===== src/rtl/ser_link_sched.sv =====
// Byte scheduler: link training after reset, then one arbitration per byte slot for the serializer.
// Build option: define SCHED_RR_EN for round-robin arbitration; the default is fixed priority (A over B).
module ser_link_sched #(
   parameter logic [7:0] IDLE_SYM    = 8'hBC,
   parameter int         TRAIN_SLOTS = 4,
   parameter int         BYTE_CYCLES = 8
) (
   input  logic       CLK,
   input  logic       RESET_L,
   input  logic [7:0] DATA_A,
   input  logic       VALID_A,
   output logic       READY_A,
   input  logic [7:0] DATA_B,
   input  logic       VALID_B,
   output logic       READY_B,
   output logic [7:0] SER_DATA,
   output logic       SER_LOAD,
   output logic       SER_K,
   output logic       SER_CHAN,
   output logic       LINK_UP
);

   localparam int            SW         = (BYTE_CYCLES > 1) ? $clog2(BYTE_CYCLES) : 1;
   localparam logic [SW-1:0] SLOT_LAST  = SW'(BYTE_CYCLES - 1);
   localparam logic [7:0]    TRAIN_LAST = 8'(TRAIN_SLOTS - 1);

   typedef enum logic {TRAIN, RUN} state_t;

   state_t        state, state_nxt;
   logic [SW-1:0] slot_cnt;
   logic [7:0]    train_cnt;
   logic          decide;
   logic          grant_a, grant_b;

   assign decide = (slot_cnt == SLOT_LAST);

   // Free-running slot counter; keeps the load period fixed in both states.
   always_ff @(posedge CLK or negedge RESET_L) begin
      if (!RESET_L) begin
         slot_cnt <= '0;
      end else if (decide) begin
         slot_cnt <= '0;
      end else begin
         slot_cnt <= slot_cnt + SW'(1);
      end
   end

   always_ff @(posedge CLK or negedge RESET_L) begin
      if (!RESET_L) begin
         train_cnt <= '0;
      end else if (state == TRAIN && decide) begin
         train_cnt <= train_cnt + 8'd1;
      end
   end

   // State register.
   always_ff @(posedge CLK or negedge RESET_L) begin
      if (!RESET_L) begin
         state <= TRAIN;
      end else begin
         state <= state_nxt;
      end
   end

   // Next state: leave TRAIN on the decision that schedules the last training slot.
   always_comb begin
      state_nxt = state;
      if (state == TRAIN && decide && train_cnt == TRAIN_LAST) begin
         state_nxt = RUN;
      end
   end

`ifdef SCHED_RR_EN
   logic last_b;

   // Last-granted pointer; starts at B so A wins the first tie.
   always_ff @(posedge CLK or negedge RESET_L) begin
      if (!RESET_L) begin
         last_b <= 1'b1;
      end else if (grant_a) begin
         last_b <= 1'b0;
      end else if (grant_b) begin
         last_b <= 1'b1;
      end
   end
`endif

   // Outputs: grants exist only in a RUN decision cycle.
   always_comb begin
      // NOTE: every output of this block gets a default first so no latch can be inferred.
      grant_a = 1'b0;
      grant_b = 1'b0;
      if (state == RUN && decide) begin
`ifdef SCHED_RR_EN
         if (VALID_A && VALID_B) begin
            grant_a = last_b;
            grant_b = !last_b;
         end else begin
            grant_a = VALID_A;
            grant_b = VALID_B;
         end
`else
         grant_a = VALID_A;
         grant_b = VALID_B && !VALID_A;
`endif
      end
      READY_A = grant_a;
      READY_B = grant_b;
      LINK_UP = (state == RUN);
   end

   // Serializer-facing registers: loaded on the decision edge, held until the next one.
   always_ff @(posedge CLK or negedge RESET_L) begin
      if (!RESET_L) begin
         SER_DATA <= 8'h00;
         SER_LOAD <= 1'b0;
         SER_K    <= 1'b0;
         SER_CHAN <= 1'b0;
      end else begin
         SER_LOAD <= decide;
         if (decide) begin
            if (grant_a) begin
               SER_DATA <= DATA_A;
               SER_K    <= 1'b0;
               SER_CHAN <= 1'b0;
            end else if (grant_b) begin
               SER_DATA <= DATA_B;
               SER_K    <= 1'b0;
               SER_CHAN <= 1'b1;
            end else begin
               SER_DATA <= IDLE_SYM;
               SER_K    <= 1'b1;
            end
         end
      end
   end

endmodule


===== config.mk =====
export PLATFORM = sky130hd
export DESIGN_NAME = ser_link_sched
export DESIGN_NICKNAME = d
export VERILOG_FILES = /design/src/rtl/ser_link_sched.sv
export SDC_FILE = /design/constraint.sdc
export NUM_CORES = 1
export LEC_CHECK = 0
export ABC_CLOCK_PERIOD_IN_PS = 1700
export CAP_MARGIN = 20
export CORE_ASPECT_RATIO = 0.75
export CORE_MARGIN = 3
export CORE_UTILIZATION = 40
export DETAILED_ROUTE_END_ITERATION = 8
export GPL_TIMING_DRIVEN = 0
export PLACE_DENSITY = 0.73
export SYNTH_ARGS = -nofsm -noshare
export SYNTH_HDL_FRONTEND = slang
export SYNTH_SLANG_ARGS = --single-unit

===== constraint.sdc =====
create_clock -name CLK -period 1.7 [get_ports CLK]
set_clock_uncertainty 0.2 [all_clocks]
set_input_delay 0.34 -clock CLK [delete_from_list [all_inputs] [get_ports CLK]]
set_output_delay 0.34 -clock CLK [all_outputs]
set_load 0.005 [all_outputs]

==> results of run 1 <==
[what timing repair did]
item / 4_1_cts / 5_1_grt
resized for setup: 29 / 19
hold buffers: 0 / 1
buffers inserted: 10 / 2
setup endpoints to repair: 22 / 21
endpoints found under the hold margin: 0 / 1
cloned: 0 / 0
pin swaps: 5 / 7
[critical path: stages (launching register included)]
cell and delay (ns):
sky130_fd_sc_hd__dfrtp_1 0.40, sky130_fd_sc_hd__ha_2 0.19, sky130_fd_sc_hd__ha_4 0.16, sky130_fd_sc_hd__buf_6 0.12
sky130_fd_sc_hd__and3_4 0.18, sky130_fd_sc_hd__buf_6 0.11
[cells in the final DEF (no fill, tap or decap), drive strengths merged, types with 2 or more instances in the layout]
cell type and count:
inv 6, clkdlybuf4s50 19, xnor2 6, buf 16, ha 3, nand2 4
a21oi 3, dfrtp 23, a32oi 3, o221ai 5, dlygate4sd2 11, nor2 6
nor2b 2, and3 2, o21ai 5, clkbuf 3, nand4 3
[routing by layer]
metal / share of wire / global-route usage
met2: 0.53 / 0.2470
met5: 0 / 0
met1: 0.44 / 0.1883
met4: 0.0057 / 0.02151
met3: 0.026 / 0.04556
[synth_stat cells (all sizes together) (2+ instances only)]
| cell type | number | area (um^2) |
|---|---|---|
| a21oi | 3 | 15.01 |
| xnor2 | 6 | 52.55 |
| ha | 3 | 37.54 |
| nor2b | 2 | 20.02 |
| a32oi | 3 | 26.28 |
| nand4 | 3 | 18.77 |
| nand2 | 4 | 15.01 |
| inv | 6 | 22.52 |
| o221ai | 5 | 43.79 |
| and3 | 2 | 12.51 |
| dfrtp | 23 | 575.6 |
| nor2 | 6 | 22.52 |
| o21ai | 5 | 25.02 |
| buf | 3 | 23.77 |
[kinds of logic (layout without fill, tap and decap cells)]
kind of cell    Yosys count  after routing  synth area share
compound gates           20             20            0.1400
xor+xnor                  7              7           0.06072
fa+ha+maj                 3              3           0.03718
buf+inv                  10             58           0.04956
flops                    23             23            0.5700
mux                       1              1           0.01115
simple gates             20             20            0.1313
[worst max-delay path by stage]
stage,end,slack (ns),depth (start not counted),start
3_5_place_dp,READY_B,-0.60,4,VALID_A
5_1_grt,READY_A,-0.38,5,slot_cnt[0]
3_3_place_gp,READY_B,-0.57,4,VALID_A
6_report,READY_A,-0.32,5,slot_cnt[0]
4_1_cts,READY_A,-0.33,5,slot_cnt[0]
2_1_floorplan,train_cnt[1],0.08,5,slot_cnt[0]
[sequential cells by signal, summed over array words and instances, names as in the netlist]
| name | count |
|---|---|
| LINK_UP | 1 |
| SER_CHAN | 1 |
| SER_DATA | 8 |
| SER_K | 1 |
| SER_LOAD | 1 |
| slot_cnt | 3 |
| train_cnt | 8 |
[power by group]
part / switching [mW] / internal, mW / leakage [nW] / total (mW)
logic: 0.0498 / 0.0802 / 0.451 / 0.130
registers: 0.00767 / 0.563 / 0.284 / 0.571
clock network: 0.162 / 0.0878 / 0.0177 / 0.250
total: 0.219 / 0.731 / 0.753 / 0.951
[cell type report]
class | count | area [um^2]
sequential | 23 | 575.6
clock inverter | 1 | 5.005
timing repair buffer | 44 | 434.2
fill | 186 | 721.9
buffer | 4 | 45.04
multi-input combinational | 51 | 476.7
inverter | 6 | 22.52
clock buffer | 3 | 22.52
tap | 34 | 42.54
[per-stage QoR]
step | utilization | worst slack, ns | instance area, um^2 | TNS, ns
6_report | 0.6923 | -0.3246 | 1624 | -1.016
5_1_grt | 0.6923 | -0.3837 | 1624 | -1.733
3_5_place_dp | 0.5893 | -0.5972 | 1383 | -4.448
2_1_floorplan | - | 0.08067 | 1010 | 0
4_1_cts | 0.6368 | -0.3305 | 1494 | -0.8323
3_3_place_gp | 0.5893 | -0.5718 | 1383 | -3.763
==> summary.txt, run 1 <==
Layout
  – Final standard cell count with taps included and fillers excluded: 166
  – Area growth, synth to finish: 60.84%
  – Diodes inserted: 0
  – Share of post-route cells with drive strength above 1: 0.2955
  – Final nets: 156

Critical path
  – CP Data Arrival Time: 1.48 ns
  – Req. time, crit path: 1.16 ns
  – Classification of the worst setup path: reg2out
  – Peak fanout along the critical path: 4
  – Element type at the critical path start: flip-flop
  – Setup slack on the worst flop-to-flop path: -0.12 ns
  – Element type at the critical path end: output port
  – Worst R2R Path Depth: 7
  – Worst R2R Start: slot_cnt[0]
  – Capture point of the worst reg-to-reg path: train_cnt[6]

Drt
  – Detailed Route WL: 2470 um
  – Detailed Route Iter0 Violations: 30
  – Drt drc: 0
  – Via density per instance: 5.000
  – Antenna viol nets, final: 0
  – Routed len/inst: 14.88 um
  – Via total after detailed routing: 830
  – Detailed-router iteration count before antenna repair: 4

GRT
  – GRT Overall Usage: 0.1464
  – Maximum number of pins on one net before global-route repair: 24
  – Overall overflow remaining after global route: 0
  – Initial antenna violation count: 0
  – First-pass GRT wire length: 3601 um
  – Vias in the first global route: 766

Place
  – Placer's final routability congestion estimate: 0.8034
  – # placed instances: 151
  – Estimated wirelength of the detail-placed design: 1621 um
  – Input/output buffers: 33

Worst hold path
  – Cell depth of the worst min-delay path: 1
  – Startpoint of the most critical hold path: SER_K
  – Class of the tightest hold or removal check: reg2reg
  – Sink of the worst hold path: SER_K

Synthesis
  – Count of flip-flops with a built-in enable after synthesis: 0
  – Number of distinct library cells after synthesis: 28
  – Async set-or-reset flop fraction in the synthesized netlist: 1.000
  – Net count after synthesis: 107
  – Synthesis warning total: 0
  – Cell Area, Synth: 1010 um^2
  – Syn Inst Count: 84
  – Mapped Avg Cell Area: 12.02 um^2
  – Prevailing post-synth register cell: sky130_fd_sc_hd__dfrtp_1
  – Sequential share of the synthesized area: 0.5700
  – Synthesis-stage register bit count: 23

Timing
  – Max Fclk: 493.9 MHz
  – Slew Limit Headroom: 0.7973
  – RSZ-0062 raised after global routing: yes
  – Max-slew violation total from the final report: 0
  – Final worst path period share: 1.191
  – Total setup violations reported at the end of the flow: 11
  – Final period demand of the worst path: 2.025 ns
  – Post-route worst hold slack: 0.2877 ns
  – Slack of the critical path: -0.3246 ns
  – Number of failing hold endpoints at the final stage: 0
  – Measured slew at the worst slew-check pin: 0.3032 ns

Outcome
  – Violations in the final reports: setup timing
  – Status: complete, but fails checks

Clock tree
  – Deepest clock path buffer count: 2
  – Number of clock buffers inserted by TritonCTS: 3
  – Count of H-tree levels built during CTS: 1
  – Reg clk slew, reported paths: 0.13 ns
  – Clock Root Buffer: sky130_fd_sc_hd__clkbuf_4
  – TritonCTS clock tree: done
  – Worst-skew pair later-pin latency: 0.31 ns
  – Sinks on Clock Net: 23

Power
  – Leakage power of the design: 0.7528 nW
  – Overall power after layout: 0.9507 mW
  – Worst vdd ir: 0.0005376 V
  – Power density over cell area: 585.4 nW/um^2

Run
  – Max-cap violation count: 0

Floorplanning
  – Horizontal die dimension: 64.02 um
  – Die outline area: 3169 um^2
  – # IOs: 34
  – Placeable core region: 2346 um^2
  – Vert. Die Dim: 49.51 um
  – Standard-cell rows: 15
  – Effective utilization at floorplan: 0.4304
No activity file was read; power rests on OpenSTA's default activity.
==> run 2: changes to the inputs <==
--- a/config.mk
+++ b/config.mk
@@ -7,9 +7,11 @@
 export LEC_CHECK = 0
 export ABC_CLOCK_PERIOD_IN_PS = 1700
 export CAP_MARGIN = 20
+export CELL_PAD_IN_SITES_DETAIL_PLACEMENT = 1
+export CELL_PAD_IN_SITES_GLOBAL_PLACEMENT = 1
 export CORE_ASPECT_RATIO = 0.75
 export CORE_MARGIN = 3
-export CORE_UTILIZATION = 40
+export CORE_UTILIZATION = 31
 export DETAILED_ROUTE_END_ITERATION = 8
 export GPL_TIMING_DRIVEN = 0
 export PLACE_DENSITY = 0.73
==> summary.txt, run 2 (same netlist as run 1, synthesis figures left out) <==
Timing
  – Post-route worst hold slack: 0.06531 ns (-0.2224 ns)
  – Measured slew at the worst slew-check pin: 0.3763 ns (+0.07311 ns)
  – Final worst path period share: 1.228 (+0.03664)
  – Final period demand of the worst path: 2.087 ns (+0.06228 ns)
  – RSZ-0062 raised after global routing: yes
  – Max-slew violation total from the final report: 0 (unchanged)
  – Max Fclk: 479.2 MHz (-3.0%)
  – Slack of the critical path: -0.3869 ns (-0.06228 ns)
  – Total setup violations reported at the end of the flow: 23 (+12)
  – Number of failing hold endpoints at the final stage: 0 (unchanged)
  – Slew Limit Headroom: 0.7486 (-0.04871)

Drt
  – Antenna viol nets, final: 0 (unchanged)
  – Drt drc: 0 (unchanged)
  – Detailed-router iteration count before antenna repair: 3 (-1)
  – Via total after detailed routing: 921 (+11%)
  – Via density per instance: 5.088 (+1.8%)
  – Detailed Route Iter0 Violations: 22 (-27%)
  – Routed len/inst: 21.13 um (+42%)
  – Detailed Route WL: 3825 um (+55%)

Place
  – Instance area at placement: 1388 um^2 (+0.36%)
  – # placed instances: 155 (+2.6%)
  – Placer's final routability congestion estimate: 0.7138 (-11%)
  – Input/output buffers: 33 (unchanged)
  – Estimated wirelength of the detail-placed design: 1900 um (+17%)

Floorplanning
  – Placeable core region: 3020 um^2 (+29%)
  – Effective utilization at floorplan: 0.3343 (-0.09610)
  – Horizontal die dimension: 71.90 um (+12%)
  – Die outline area: 3985 um^2 (+26%)
  – # IOs: 34 (unchanged)
  – Standard-cell rows: 17 (+2)
  – Vert. Die Dim: 55.43 um (+12%)

Layout
  – Final nets: 167 (+7.1%)
  – Regs by FF count: SER_DATA x8, train_cnt x8, slot_cnt x3
  – Commonest non-fill, non-tap cell in the layout: sky130_fd_sc_hd__dfrtp_1
  – Summed area of non-filler cells in the final layout: 1863 um^2 (+15%)
  – Final standard cell count with taps included and fillers excluded: 181 (+9.0%)
  – Most frequent cells in the layout: 23 x sky130_fd_sc_hd__dfrtp_1, 22 x sky130_fd_sc_hd__clkdlybuf4s50_1, 14 x sky130_fd_sc_hd__buf_4, 8 x sky130_fd_sc_hd__buf_6, 7 x sky130_fd_sc_hd__dlymetal6s2s_1
  – Share of post-route cells with drive strength above 1: 0.4336 (+0.1381)
  – Area growth, synth to finish: 84.51%
  – Diodes inserted: 0 (unchanged)
  – Number of fill cells in the layout: 312 (+68%)

Clock tree
  – Worst-skew pair later-pin latency: 0.27 ns (-0.04 ns)
  – Count of H-tree levels built during CTS: 1 (unchanged)
  – Reg clk slew, reported paths: 0.08 ns (-0.05 ns)
  – Post-cts hold buffer count: 0 (unchanged)
  – Number of clock buffers inserted by TritonCTS: 3 (unchanged)
  – Deepest clock path buffer count: 2 (unchanged)
  – TritonCTS clock tree: done
  – Clock Root Buffer: sky130_fd_sc_hd__clkbuf_8
  – Sinks on Clock Net: 23 (unchanged)

GRT
  – Initial antenna violation count: 0 (unchanged)
  – Maximum number of pins on one net before global-route repair: 24 (unchanged)
  – Overall overflow remaining after global route: 0 (unchanged)
  – First-pass GRT wire length: 5078 um (+41%)
  – GRT Overall Usage: 0.1633 (+0.01689)
  – Vias in the first global route: 980 (+28%)

Critical path
  – Worst R2R Path Depth: 9 (+2)
  – Setup slack on the worst flop-to-flop path: -0.38 ns (-0.26 ns)
  – Classification of the worst setup path: reg2out
  – Element type at the critical path start: flip-flop
  – Peak fanout along the critical path: 2 (-2)
  – Element type at the critical path end: output port
  – CP Data Arrival Time: 1.55 ns (+0.07 ns)
  – Worst R2R Start: slot_cnt[0]
  – Req. time, crit path: 1.16 ns (about the same)
  – Setup crit start: slot_cnt[0]

Run
  – Max-cap violation count: 0 (unchanged)

Outcome
  – Violations in the final reports: setup timing
  – Status: complete, but fails checks

Power
  – Power density over cell area: 577.9 nW/um^2 (-1.3%)
  – Worst vdd ir: 0.0002980 V (-45%)
  – Leakage power of the design: 0.8585 nW (+14%)

Worst hold path
  – Class of the tightest hold or removal check: in2async
## run 2: cell types whose count changed in the layout (fill, tap and decap cells not counted), moves of 3 or more
cell	change
sky130_fd_sc_hd__dlymetal6s2s_1	+6
sky130_fd_sc_hd__buf_4	+6
sky130_fd_sc_hd__nor2_1	-4
sky130_fd_sc_hd__clkbuf_8	+3
sky130_fd_sc_hd__nor2_2	+3
sky130_fd_sc_hd__clkdlybuf4s50_1	+3
sky130_fd_sc_hd__dlygate4sd2_1	-9
sky130_fd_sc_hd__clkbuf_4	-3
## run 2: critical path: stages, from the launching register on
cell	delay, ns
sky130_fd_sc_hd__dfrtp_1	0.42
sky130_fd_sc_hd__ha_4	0.18
sky130_fd_sc_hd__ha_4	0.16
sky130_fd_sc_hd__buf_6	0.11
sky130_fd_sc_hd__buf_4	0.13
sky130_fd_sc_hd__nand4b_4	0.10
sky130_fd_sc_hd__inv_2	0.06
sky130_fd_sc_hd__clkbuf_2	0.11
## run 2: per-stage QoR
stage               power, mW  setup slack, ns    util  setup TNS [ns]
floorplan              0.6021          0.08067       -               0
global placement       0.6968          -0.6041  0.4594          -4.308
detailed placement     0.6996          -0.6023  0.4594          -6.041
CTS                     1.045          -0.3730  0.5481          -4.305
global route            1.125          -0.4531  0.6168          -6.153
finish                  1.077          -0.3869  0.6168          -4.787
## run 2: final timing paths
check                               end
max in group asynchronous   SER_DATA[1]
min in group CLK            slot_cnt[2]
setup / recovery                READY_B
hold / removal             train_cnt[4]
hold reg to reg             slot_cnt[2]
setup reg to reg           train_cnt[7]
## run 2: final cells by class
class | count | area (um^2) | share of cell area
clock inverter | 1 | 5.005 | 0.002686
sequential | 23 | 575.6 | 0.3089
multi-input combinational | 51 | 550.5 | 0.2955
inverter | 6 | 22.52 | 0.01209
clock buffer | 3 | 41.29 | 0.02216
timing repair buffer | 55 | 565.5 | 0.3036
buffer | 4 | 55.05 | 0.02955
tap | 38 | 47.55 | 0.02552
## run 2: repair_timing
item	4_1_cts	5_1_grt
buffers inserted	11	12
gates resized for setup	35	34
cloned	2	0
endpoints found under the setup margin	17	31
pin swaps	7	8
## run 2: report_power, final
group	switching (mW)	total, mW	internal (mW)
Combinational	0.0618	0.157	0.0957
Clock	0.181	0.345	0.164
Sequential	0.0104	0.574	0.563
## run 2: routing by layer
layer  up-vias  wire length [um]  global-route usage  part of all wire
met1       463              1532              0.2243              0.40
met3         8               160             0.03455             0.042
met4         0                87             0.04558             0.023
met2        27              2044              0.2592              0.53
met5         -                 0                   0                 0
li1        423                 -                   -                 -
